--- src/rtl/mlx90640_frame_writer.sv ---
// Merges one MLX90640 RAM dump (768 pixels + aux words) into a dual-port frame RAM.
// Only the pixels of the active subpage are written; aux words land after the pixel region.
module mlx90640_frame_writer #(
    parameter bit P_CHESS     = 1'b1,
    parameter int P_COLS      = 32,
    parameter int P_ROWS      = 24,
    parameter int P_AUX_WORDS = 64,
    parameter int P_AW        = 10
) (
    input  logic            i_clk,
    input  logic            i_rst,
    input  logic            i_frame_start,
    input  logic            i_subpage,
    input  logic [15:0]     i_data,
    input  logic            i_valid,
    output logic            o_ready,
    output logic            o_we,
    output logic [P_AW-1:0] o_waddr,
    output logic [15:0]     o_wdata,
    output logic            o_busy,
    output logic            o_frame_done,
    output logic            o_done_subpage,
    output logic            o_abort
);

    localparam int N_PIX = P_COLS * P_ROWS;
    localparam int CB    = $clog2(P_COLS);
    localparam logic [P_AW-1:0] LAST_PIX = P_AW'(N_PIX - 1);
    localparam logic [P_AW-1:0] LAST_AUX = P_AW'(N_PIX + P_AUX_WORDS - 1);

    typedef enum logic [1:0] {S_IDLE, S_PIX, S_AUX, S_DONE} state_e;

    state_e          state_q, state_d;
    logic [P_AW-1:0] cnt_q, cnt_d;
    logic            sp_q, sp_d;
    logic            we_q, we_d;
    logic [P_AW-1:0] waddr_q, waddr_d;
    logic [15:0]     wdata_q, wdata_d;
    logic            abort_q, abort_d;
    logic            done_sp_q, done_sp_d;

    logic accept;
    logic sel;

    // NOTE: every signal written here gets a default first, so no path can infer a latch.
    always_comb begin
        state_d   = state_q;
        cnt_d     = cnt_q;
        sp_d      = sp_q;
        we_d      = 1'b0;
        waddr_d   = waddr_q;
        wdata_d   = wdata_q;
        abort_d   = 1'b0;
        done_sp_d = done_sp_q;

        o_ready = ((state_q == S_PIX) || (state_q == S_AUX)) && !i_frame_start;
        accept  = i_valid && o_ready;
        sel     = P_CHESS ? ((cnt_q[CB] ^ cnt_q[0]) == sp_q) : (cnt_q[CB] == sp_q);

        unique case (state_q)
            S_IDLE: begin
                if (i_frame_start) begin
                    state_d = S_PIX;
                    cnt_d   = '0;
                    sp_d    = i_subpage;
                end
            end
            S_PIX, S_AUX: begin
                if (i_frame_start) begin
                    // Restart: the partial dump is abandoned without a done pulse.
                    abort_d = 1'b1;
                    state_d = S_PIX;
                    cnt_d   = '0;
                    sp_d    = i_subpage;
                end else if (accept) begin
                    we_d    = (state_q == S_AUX) || sel;
                    waddr_d = cnt_q;
                    wdata_d = i_data;
                    cnt_d   = cnt_q + 1'b1;
                    if (state_q == S_PIX && cnt_q == LAST_PIX) begin
                        if (P_AUX_WORDS > 0) begin
                            state_d = S_AUX;
                        end else begin
                            state_d   = S_DONE;
                            done_sp_d = sp_q;
                        end
                    end else if (state_q == S_AUX && cnt_q == LAST_AUX) begin
                        state_d   = S_DONE;
                        done_sp_d = sp_q;
                    end
                end
            end
            S_DONE: begin
                cnt_d = '0;
                if (i_frame_start) begin
                    state_d = S_PIX;
                    sp_d    = i_subpage;
                end else begin
                    state_d = S_IDLE;
                end
            end
            default: state_d = S_IDLE;
        endcase
    end

    // NOTE: sequential state uses non-blocking assignments so all flops update together.
    always_ff @(posedge i_clk) begin
        if (i_rst) begin
            state_q   <= S_IDLE;
            cnt_q     <= '0;
            sp_q      <= 1'b0;
            we_q      <= 1'b0;
            waddr_q   <= '0;
            wdata_q   <= '0;
            abort_q   <= 1'b0;
            done_sp_q <= 1'b0;
        end else begin
            state_q   <= state_d;
            cnt_q     <= cnt_d;
            sp_q      <= sp_d;
            we_q      <= we_d;
            waddr_q   <= waddr_d;
            wdata_q   <= wdata_d;
            abort_q   <= abort_d;
            done_sp_q <= done_sp_d;
        end
    end

    assign o_we           = we_q;
    assign o_waddr        = waddr_q;
    assign o_wdata        = wdata_q;
    assign o_abort        = abort_q;
    assign o_done_subpage = done_sp_q;
    assign o_busy         = (state_q != S_IDLE);
    assign o_frame_done   = (state_q == S_DONE);

endmodule

--- config.mk ---
export PLATFORM = sky130hd
export DESIGN_NAME = mlx90640_frame_writer
export DESIGN_NICKNAME = d
export VERILOG_FILES = /design/src/rtl/mlx90640_frame_writer.sv
export SDC_FILE = /design/constraint.sdc
export NUM_CORES = 1
export LEC_CHECK = 0
export ABC_AREA = 1
export CAP_MARGIN = 20
export CORE_AREA = 2 2 66 68
export DETAILED_ROUTE_END_ITERATION = 16
export DIE_AREA = 0 0 68 70
export PLACE_DENSITY = 0.78
export REMOVE_ABC_BUFFERS = 1
export SYNTH_ARGS = -nofsm -noshare
export SYNTH_HDL_FRONTEND = slang
export SYNTH_SLANG_ARGS = --single-unit
--- constraint.sdc ---
create_clock -name i_clk -period 1.9 [get_ports i_clk]
set_input_delay 0.38 -clock i_clk [delete_from_list [all_inputs] [get_ports i_clk]]
set_output_delay 0.38 -clock i_clk [all_outputs]
set_load 0.02 [all_outputs]
==> Word-level counts from Yosys, hierarchy flattened <==
Index checks and enable logic that the tools add are counted.
{ "word_totals": {"register_bits": 42, "in_bits": 21, "out_inout_bits": 32, "word_cells": 55} }
{ "classes": {"add_sub_neg": 1, "n_eq_ne": 10, "mux": 14, "n_bitwise": 5, "reduce_logical": 17} }
{ "op_table": {"columns": ["op", "n"], "rows": [
  ["10-bit two-way mux", 3],
  ["10-bit case mux with 3 select lines", 1],
  ["10-bit == test, second input constant", 2],
  ["10-bit by 1-bit adder with 10-bit output, second input constant", 1],
  ["2-bit two-way mux", 5],
  ["4-bit OR reduction", 2],
  ["2-bit case mux with 3 select lines", 1],
  ["3-bit AND reduction", 2],
  ["5-bit AND reduction", 1],
  ["2-bit == test, second input constant", 2],
  ["1-bit logical AND", 4],
  ["1-bit two-way mux", 4],
  ["4-bit inequality test, second input constant", 1],
  ["1-bit inverter", 4],
  ["2-bit OR reduction", 2],
  ["3-bit inequality test, second input constant", 1],
  ["2-bit by 1-bit == test with 1-bit output, second input constant", 1],
  ["2-bit logical NOT", 1],
  ["1-bit logical OR", 2],
  ["2-bit by 1-bit inequality test with 1-bit output, second input constant", 1],
  ["2-bit inequality test, second input constant", 1],
  ["2-bit AND reduction", 1],
  ["2-bit nonzero test", 1],
  ["1-bit == test", 1],
  ["2 further kinds", 2]
]} }

==> Logic depth before layout (Yosys ltp) <==
Gate-level depths: netlist (run 1).
{ "logic_depth": {"depth_word": 7, "mapped_depth": 10} }

==> Least setup slack after synthesis (run 1) <==
Ideal clock, no wire load.
{ "synth_timing": {"path_kind": "reg-to-reg", "startpoint": "register state_q[0]", "endpoint": "register cnt_q[1]", "setup_ns": 0.070, "t_arrival_ns": 1.438, "required_ns": 1.830, "slack_ns": 0.391, "path_stages_with_launch": 10, "n_path_buf": 1, "period_less_slack_ns": 1.509, "cell_sequence": "dfxtp_1 > inv_1 > ha_1 > inv_2 > nor2_4 > nand2_4 > inv_4 > buf_6 > nand3_1 > a21oi_1"} }
{ "synth_via": {"elab_chain_len": 6, "word_cells_on_any_way": 12, "classes_between": "eq/ne: 5; mux: 1; reduce/logical: 6"} }
{ "synth_lines": {"columns": ["item", "line_no", "source"], "rows": [
  ["from (decl)", "33", "state_e state_q, state_d;"],
  ["from (signal assigned)", "118", "state_q <= state_d;"],
  ["2-bit by 1-bit == test with 1-bit output or 2-bit == test (tied branches)", "56", "o_ready = ((state_q == S_PIX) || (state_q == S_AUX)) && !i_frame_start;"],
  ["1-bit logical OR *", "56", null],
  ["1-bit logical AND *", "56", null],
  ["named net o_ready", "16", "output logic o_ready,"],
  ["1-bit logical AND *", "57", "accept = i_valid && o_ready;"],
  ["3-bit inequality test (no source line) *", null, null],
  ["2-bit AND reduction (no source line) *", null, null],
  ["to (signal assigned)", "119", "cnt_q <= cnt_d;"],
  ["to (decl)", "34", "logic [P_AW-1:0] cnt_q, cnt_d;"]
]} }
Mark *: on every way through the listed nets, which the timed path passes. The rest lies on a longest branch.
A chain may end at the register's enable or synchronous reset.

==> Worst setup path after layout (run 1) <==
{ "layout_timing": {"startpoint": "register state_q[0]", "endpoint": "output o_busy"} }
{ "layout_via": {"elab_chain_len": 1} }
{ "layout_lines": {"columns": ["item", "line_no", "source"], "rows": [
  ["2-bit nonzero test", "134", "assign o_busy = (state_q != S_IDLE);"],
  ["to (decl)", "20", "output logic o_busy,"]
]} }
Every way passes these cells.

==> results of run 1 <==
[report_power, final]
| group | switching [µW] | internal (µW) | total (µW) | leakage, µW |
|---|---|---|---|---|
| Combinational | 162 | 134 | 297 | 0.000561 |
| Sequential | 13.6 | 908 | 922 | 0.000340 |
| Clock | 280 | 420 | 700 | 0.0000573 |
| Total | 456 | 1460 | 1920 | 0.000958 |
[worst max-delay path by stage]
stage,from,endpoint,slack [ns],cells past startpoint
5_1_grt,state_q[0],o_busy,0.0003,4
6_report,state_q[0],o_busy,0.08,4
3_5_place_dp,i_frame_start,o_ready,-0.05,3
2_1_floorplan,state_q[0],cnt_q[0],0.22,8
3_3_place_gp,i_frame_start,o_ready,-0.04,3
4_1_cts,state_q[0],o_ready,0.007,5
[what timing repair did]
item                       in CTS  in global routing
gates cloned                    0                  0
pin swaps                       0                  0
resized for setup               3                  2
setup endpoints to repair       2                  2
hold buffers                    0                  0
[state kept, by name, indices dropped and copies added (netlist names)]
register and flops:
o_wdata 16, cnt_q 10, o_waddr 10, state_q 2, o_abort 1, o_done_subpage 1, o_we 1, sp_q 1
[cells by family after synthesis]
group / synth area share (%)
AO/OA/AOI/OAI: 16.3
XOR/XNOR: 0.472
adder cells (fa/ha/maj): 3.37
buffers and inverters: 8.50
flip-flops: 45.3
AND/OR/NAND/NOR: 26.0
[layout make-up]
type | instances | area [µm²]
Clock buffer | 6 | 82.6
Tap cell | 52 | 65.1
Fill cell | 388 | 1600
Sequential cell | 42 | 841
Timing Repair Buffer | 59 | 568
Inverter | 26 | 103
Clock inverter | 1 | 30.0
Multi-Input combinational cell | 162 | 856
[metrics by stage]
step / hold WS (ns) / setup WS, ns
after global routing: 0.487 / 0.000338
after floorplan: 0.449 / 0.222
final: 0.464 / 0.0769
after global placement: 0.451 / -0.0405
after detailed placement: 0.456 / -0.0473
after CTS: 0.467 / 0.00733
[layer usage]
metal / vias to the layer above / global-route usage (%) / share of wire, %
li1: 878 / - / -
met1: 743 / 22.4 / 43
met2: 50 / 31.5 / 47
met3: 7 / 6.12 / 8.9
met4: 0 / 5.33 / 1.3
met5: - / 0 / 0
[critical path, delay by kind of cell (launching register included)]
kind | cells | cell delay, ns
buffers and inverters | 3 | 0.53
DFF | 1 | 0.36
adders and majority gates | 1 | 0.27
[layout by cell type, fill, tap and decap left out, drive strengths merged, types with 5 or more instances in the layout]
| cell type | n |
|---|---|
| a21oi | 39 |
| buf | 7 |
| clkbuf | 7 |
| clkdlybuf4s50 | 50 |
| dfxtp | 42 |
| ha | 5 |
| inv | 26 |
| nand2 | 68 |
| nand3 | 8 |
| nor2 | 19 |
| o21ai | 16 |
==> impl_metrics.json, run 1 <==
{
  "die-area_mm2": 0.00476,
  "fin_nets": 322,
  "htreeDepth": 2,
  "drive_above_1_share_pct": 13.5,
  "die_y_um": 70,
  "hold_viol_final": 0,
  "cts_root_buf": "clkbuf_8",
  "fin_area_mm2": 0.00254,
  "p_leak_uw": 0.000958,
  "netlist_top_cells_area": "dfxtp_1, nand2_1, a21oi_1",
  "netlist_instances": 238,
  "drtPass1Iterations": 4,
  "total_power_uw": 1920,
  "timing.rr.end": "cnt_q[0]",
  "viasPerCell": 4.82,
  "ant_nets": 0,
  "antenna_found_initial": 0,
  "synth-seq-area-share_pct": 45.3,
  "min_period_over_period_pct": 96.0,
  "io_buffers": 52,
  "syn_area_per_cell_um2": 7.79,
  "outcome": "complete, no violations",
  "period_minus_slack_ns": 1.82,
  "cts_tree": "built",
  "fmax_mhz": 549,
  "start_kind": "register",
  "synth_seq_cells": 42,
  "finalSetupTns_ns": 0,
  "fp-row-count": 24,
  "yosys-top-cells-count": "nand2_1, dfxtp_1, a21oi_1, inv_1, nor2_1",
  "grt-ovfl-total": 0,
  "setup_viol": 0,
  "worstPathArrival_ns": 1.44,
  "syn_to_final_growth_pct": 37.2,
  "clkLatencyLatePin_ns": 0.29,
  "ys_types": 28,
  "dp.cells": 341,
  "grt_pass1_vias": 1613,
  "start_util_pct": 44.7,
  "yosysTopAreaCellShare_pct": 45.3,
  "cts_buffer_depth": 2,
  "placed_cell_area_mm2": 0.00244,
  "ff2ff_setup_slack_ns": 0.18,
  "synthesis.area_mm2": 0.00185,
  "fin_skew_ns": 0.00214,
  "ys_async_sr_fraction_pct": 0,
  "crit_path_end_kind": "output port",
  "hp-start": "o_wdata[10]",
  "power_density_mw_per_mm2": 754,
  "final_core_util_pct": 61.4,
  "clkTransAtPathRegs_ns": 0.07,
  "place.detailed.hpwl_um": 2920,
  "instances_no_fill": 348,
  "finalMaxSlewViolations": 0,
  "cts_num_sinks": 42,
  "grt_max_degree": 36,
  "cp.required_ns": 1.52,
  "crit_chain": "inv_1, ha_1, inv_2, clkdlybuf4s15_1",
  "drv_cap": 0,
  "worstHoldPathCells": 2,
  "max_slew_margin_pct": 78.4,
  "synthFlopType": "dfxtp_1",
  "fp.dieW_um": 68,
  "numCtsBuffers": 5,
  "grt_pass1_wl_um": 6960,
  "place.gp.congestion": 0.812,
  "num_vias": 1678,
  "slowest_delay_ns": 0.36,
  "detail_route.wl_per_cell_um": 11.5,
  "drc_errors": 0,
  "peakVddDrop_mv": 0.366,
  "critPathKind": "reg -> out",
  "drt_wl_total_um": 4010,
  "postCtsSetupBuffers": 0,
  "rsz0062_at_grt": "no",
  "hp-class": "reg -> reg",
  "tightest_slew_ns": 0.324,
  "yosys_warnings": 0,
  "synth_top_cell_by_area": "dfxtp_1",
  "antenna_cells": 0,
  "crit_fanout": 5,
  "r2r_cells": 9,
  "ios": 53,
  "reg2reg_from": "state_q[0]",
  "dr.first_iter.drc_count": 101,
  "cpMaxStageDelayCell": "dfxtp_1",
  "hold_end": "o_wdata[10]",
  "yosysMostFrequentCell": "nand2_1",
  "synth_edf_count": 0,
  "grt.total_usage_pct": 18.7,
  "fp.coreArea_mm2": 0.00414
}
(Power assumes the default switching activity.)
==> run 2: changes to the inputs <==
- CORE_AREA: 2 2 66 68 -> 2 2 82 84
- DIE_AREA: 0 0 68 70 -> 0 0 84 86
- PLACE_DENSITY: 0.78 -> not set
==> impl_metrics.json, run 2 (synthesized netlist as in run 1, its figures left out) <==
{
  "crit_fanout": 3,
  "finalMaxSlewViolations": 0,
  "fp.dieW_um": 84,
  "syn_to_final_growth_pct": 39.0,
  "busiest_layer": "met2",
  "finalSetupTns_ns": 0,
  "max_slew_margin_pct": 83.0,
  "numCtsBuffers": 5,
  "viasPerCell": 4.48,
  "ctsHoldBuffers": 0,
  "grt-ovfl-total": 0,
  "tightest_slew_ns": 0.255,
  "hold_slack_ns": 0.467,
  "postCtsSetupBuffers": 0,
  "total_power_uw": 1950,
  "antenna_cells": 0,
  "critPathKind": "reg -> out",
  "drive_above_1_share_pct": 13.5,
  "grt_pass1_vias": 1635,
  "grt_use_met2_pct": 21.5,
  "dr.first_iter.drc_count": 76,
  "ios": 53,
  "min_period_over_period_pct": 95.4,
  "cp.required_ns": 1.52,
  "final_core_util_pct": 41.1,
  "ff2ff_setup_slack_ns": 0.22,
  "htreeDepth": 2,
  "grt_max_degree": 36,
  "clockPowerShare_pct": 37.2,
  "drc_errors": 0,
  "period_minus_slack_ns": 1.81,
  "fp.coreArea_mm2": 0.00628,
  "mostFrequentLayoutCells": "nand2_1, clkdlybuf4s50_1, dfxtp_1",
  "cts_tree": "built",
  "clkLatencyLatePin_ns": 0.30,
  "p_leak_uw": 0.000959,
  "cts_buffer_depth": 2,
  "fin_skew_ns": 0.00827,
  "p_switching_uw": 484,
  "outcome": "complete, no violations",
  "peakVddDrop_mv": 0.297,
  "fp-row-count": 29,
  "p_comb_share_pct": 15.4,
  "drtPass1Iterations": 4,
  "antenna_found_initial": 0,
  "rsz0062_at_grt": "no",
  "place.detailed.hpwl_um": 3060,
  "fmax_mhz": 552,
  "hold_viol_final": 0,
  "cts_num_sinks": 42,
  "place.gp.congestion": 0.801,
  "final_common_cell": "nand2_1",
  "drv_cap": 0,
  "num_vias": 1670,
  "largest_register_ffs": 16,
  "power.share.switching_pct": 24.8,
  "die-area_mm2": 0.00722,
  "clkTransAtPathRegs_ns": 0.07,
  "met1_usage_pct": 14.9,
  "grt_use_met3_pct": 3.37,
  "internal_power_uw": 1460,
  "fin_nets": 322,
  "grt_pass1_wl_um": 7260,
  "crit_path_end_kind": "output port",
  "drt_wl_total_um": 4370,
  "cts_root_buf": "clkbuf_8",
  "dp.cells": 366,
  "multi_input_comb_area_um2": 856,
  "io_buffers": 52,
  "seqPwrFrac_pct": 47.4,
  "grt.total_usage_pct": 12.6,
  "hp-class": "reg -> reg",
  "instances_no_fill": 373,
  "setup_viol": 0,
  "die_y_um": 86,
  "final-seq-area_um2": 841,
  "ant_nets": 0,
  "fillers": 625,
  "detail_route.wl_per_cell_um": 11.7,
  "start_util_pct": 29.5,
  "power_density_mw_per_mm2": 756,
  "worstPathArrival_ns": 1.43,
  "start_kind": "register"
}
-- run 2: cell types whose count changed in the layout (fill, tap and decap cells not counted) --
| cell | change |
|---|---|
| inv_4 | -1 |
| clkdlybuf4s15_1 | -1 |
| inv_6 | +1 |
| dlygate4sd2_1 | +1 |
-- run 2: cell type report --
cell class | count | area share (%)
timing repair buffer | 59 | 22.0
clock inverter | 1 | 1.17
sequential | 42 | 32.6
tap | 77 | 3.74
inverter | 26 | 4.08
clock buffer | 6 | 3.20
multi-input combinational | 162 | 33.2
-- run 2: path summary, 6_finish.rpt --
path | startpoint | to | depth (start not counted)
max | state_q[0] | o_frame_done | 2
min reg2reg | o_wdata[6] | o_wdata[6] | 2
max reg2reg | state_q[0] | o_wdata[3] | 9
min | o_wdata[6] | o_wdata[6] | 2
-- run 2: power by group through the flow --
| stage | clock [µW] | sequential, µW | combinational [µW] |
|---|---|---|---|
| 2_1_floorplan | 0 | 969 | 127 |
| 3_5_place_dp | 0 | 943 | 306 |
| 6_report | 725 | 922 | 300 |
| 4_1_cts | 753 | 922 | 304 |
| 5_1_grt | 791 | 926 | 327 |
| 3_3_place_gp | 0 | 942 | 305 |
-- run 2: per-stage QoR --
step / setup WS [ns] / area, µm²
final: 0.0871 / 2580
after global routing: 0.0261 / 2580
after CTS: 0.00594 / 2580
after detailed placement: -0.0533 / 2470
after global placement: -0.0416 / 2470
after floorplan: 0.222 / 1800
-- run 2: metal layers --
metal  up-vias  wire [µm]
met5         -          0
met1       745       2130
met3         8        224
met2        45       1930
met4         0         82
li1        872          -
-- run 2: repair_timing --
item	4_1_cts	5_1_grt
hold endpoints to repair	0	0
resized for setup	3	2
endpoints found under the setup margin	2	2
-- run 2: worst max-delay path: stages, from the launching register on --
cell             delay, ns
dfxtp_1               0.36
ha_1                  0.17
clkdlybuf4s50_1       0.60
==> run 3: changes to the inputs <==
- CORE_AREA: 2 2 82 84 -> 5 5 85 87
- DIE_AREA: 0 0 84 86 -> 0 0 90 92
- DONT_BUFFER_PORTS: not set -> 1
==> impl_metrics.json, run 3 (synthesized netlist as in run 1, its figures left out) <==
{
  "die-area_mm2": 0.00828,
  "hold_viol_final": 0,
  "num_vias": 1439,
  "drc_errors": 0,
  "finalSetupTns_ns": 0,
  "viasPerCell": 4.54,
  "cts_tree": "built",
  "drv_cap": 0,
  "antenna_found_initial": 0,
  "crit_path_end_kind": "output port",
  "hold_slack_ns": 0.149,
  "critPathKind": "reg -> out",
  "pre_cts_slack_ns": 0.109,
  "slowest_delay_ns": 0.37,
  "numCtsBuffers": 5,
  "postCtsSetupBuffers": 0,
  "drtPass1Iterations": 4,
  "htreeDepth": 2,
  "fin_nets": 265,
  "post_cts_resized": 0,
  "multi_input_comb_area_um2": 856,
  "min_period_over_period_pct": 91.2,
  "final_core_util_pct": 32.0,
  "crit_path_start": "state_q[0]",
  "reg2reg_from": "state_q[0]",
  "grt_pass1_wl_um": 6770,
  "drive_above_1_share_pct": 14.2,
  "p_leak_uw": 0.000736,
  "cp_top_family": "flip-flops",
  "period_minus_slack_ns": 1.73,
  "cts_root_buf": "clkbuf_8",
  "max_slew_margin_pct": 81.2,
  "peakVddDrop_mv": 0.251,
  "grt_pass1_vias": 1367,
  "worstPathArrival_ns": 1.35,
  "placed_cell_area_mm2": 0.00191,
  "finalMaxSlewViolations": 0,
  "place.detailed.hpwl_um": 3060,
  "setup_viol": 0,
  "fillers": 685,
  "power_density_mw_per_mm2": 847,
  "ctsHoldBuffers": 0,
  "clkLatencyLatePin_ns": 0.29,
  "grt_max_degree": 36,
  "fin_area_mm2": 0.00201,
  "rsz0062_at_grt": "no",
  "cp.required_ns": 1.52,
  "drt_wl_total_um": 4110,
  "largest_register_ffs": 16,
  "ant_nets": 0,
  "outcome": "complete, no violations",
  "final.setup.worst_slack_ns": 0.168,
  "start_kind": "register",
  "fp.coreArea_mm2": 0.00628,
  "critPathBufInv": 2,
  "fp.dieW_um": 90,
  "grt.total_usage_pct": 9.98,
  "cts_buffer_depth": 2,
  "io_buffers": 0,
  "die_y_um": 92,
  "antenna_cells": 0,
  "mostFrequentLayoutCells": "nand2_1, dfxtp_1, a21oi_1",
  "final-seq-area_um2": 841,
  "cpMaxStageDelayCell": "dfxtp_1",
  "place.gp.congestion": 0.802,
  "tightest_slew_ns": 0.282,
  "ff2ff_setup_slack_ns": 0.21,
  "start_util_pct": 29.5,
  "final_common_cell": "nand2_1",
  "hp-class": "in -> reg",
  "cts_num_sinks": 42,
  "detail_route.wl_per_cell_um": 13.0,
  "clkTransAtPathRegs_ns": 0.08,
  "hp-start": "i_rst",
  "ios": 53,
  "syn_to_final_growth_pct": 8.23,
  "crit_chain": "inv_1, ha_1, inv_2, nor2_4",
  "crit_fanout": 5,
  "fmax_mhz": 577,
  "dr.first_iter.drc_count": 71,
  "fin_skew_ns": 0.00505,
  "grt-ovfl-total": 0,
  "fp-row-count": 29
}
## run 3: cell types whose count changed in the layout (fill, tap and decap cells not counted), sizes merged
cell	previous run	this run
buf	7	2
dlygate4sd2	1	0
clkdlybuf4s50	50	0
clkinv	0	1
bufinv	1	0
## run 3: worst paths after layout
check | end | cells past startpoint
max | o_ready | 4
max reg2reg | cnt_q[0] | 8
min | o_wdata[5] | 1
min reg2reg | cnt_q[1] | 2
## run 3: layout make-up
cell class / count / area share (%)
multi-input cells: 162 / 42.6
well taps: 77 / 4.80
clock inverters: 1 / 0.249
flip-flops and latches: 42 / 41.9
clock buffers: 7 / 4.30
repair buffers: 2 / 0.748
inverters: 26 / 5.36
## run 3: where the power goes
part           total (µW)  switching, µW  internal, µW
Sequential            954           46.1           908
Clock                 588            294           293
Combinational         157            108          49.6
## run 3: metrics by stage
| step | instances | total power [µW] |
|---|---|---|
| global route | 317 | 1800 |
| detailed placement | 309 | 1140 |
| CTS | 317 | 1740 |
| global placement | 309 | 1130 |
| floorplan | 230 | 1100 |
| finish | 317 | 1700 |
## run 3: layer usage
| layer | track usage [%] | vias up | share of wire (%) |
|---|---|---|---|
| met5 | 0 | - | 0 |
| met4 | 3.60 | 0 | 1.4 |
| li1 | - | 762 | - |
| met1 | 11.1 | 628 | 41 |
| met2 | 16.4 | 43 | 48 |
| met3 | 5.16 | 6 | 9.5 |
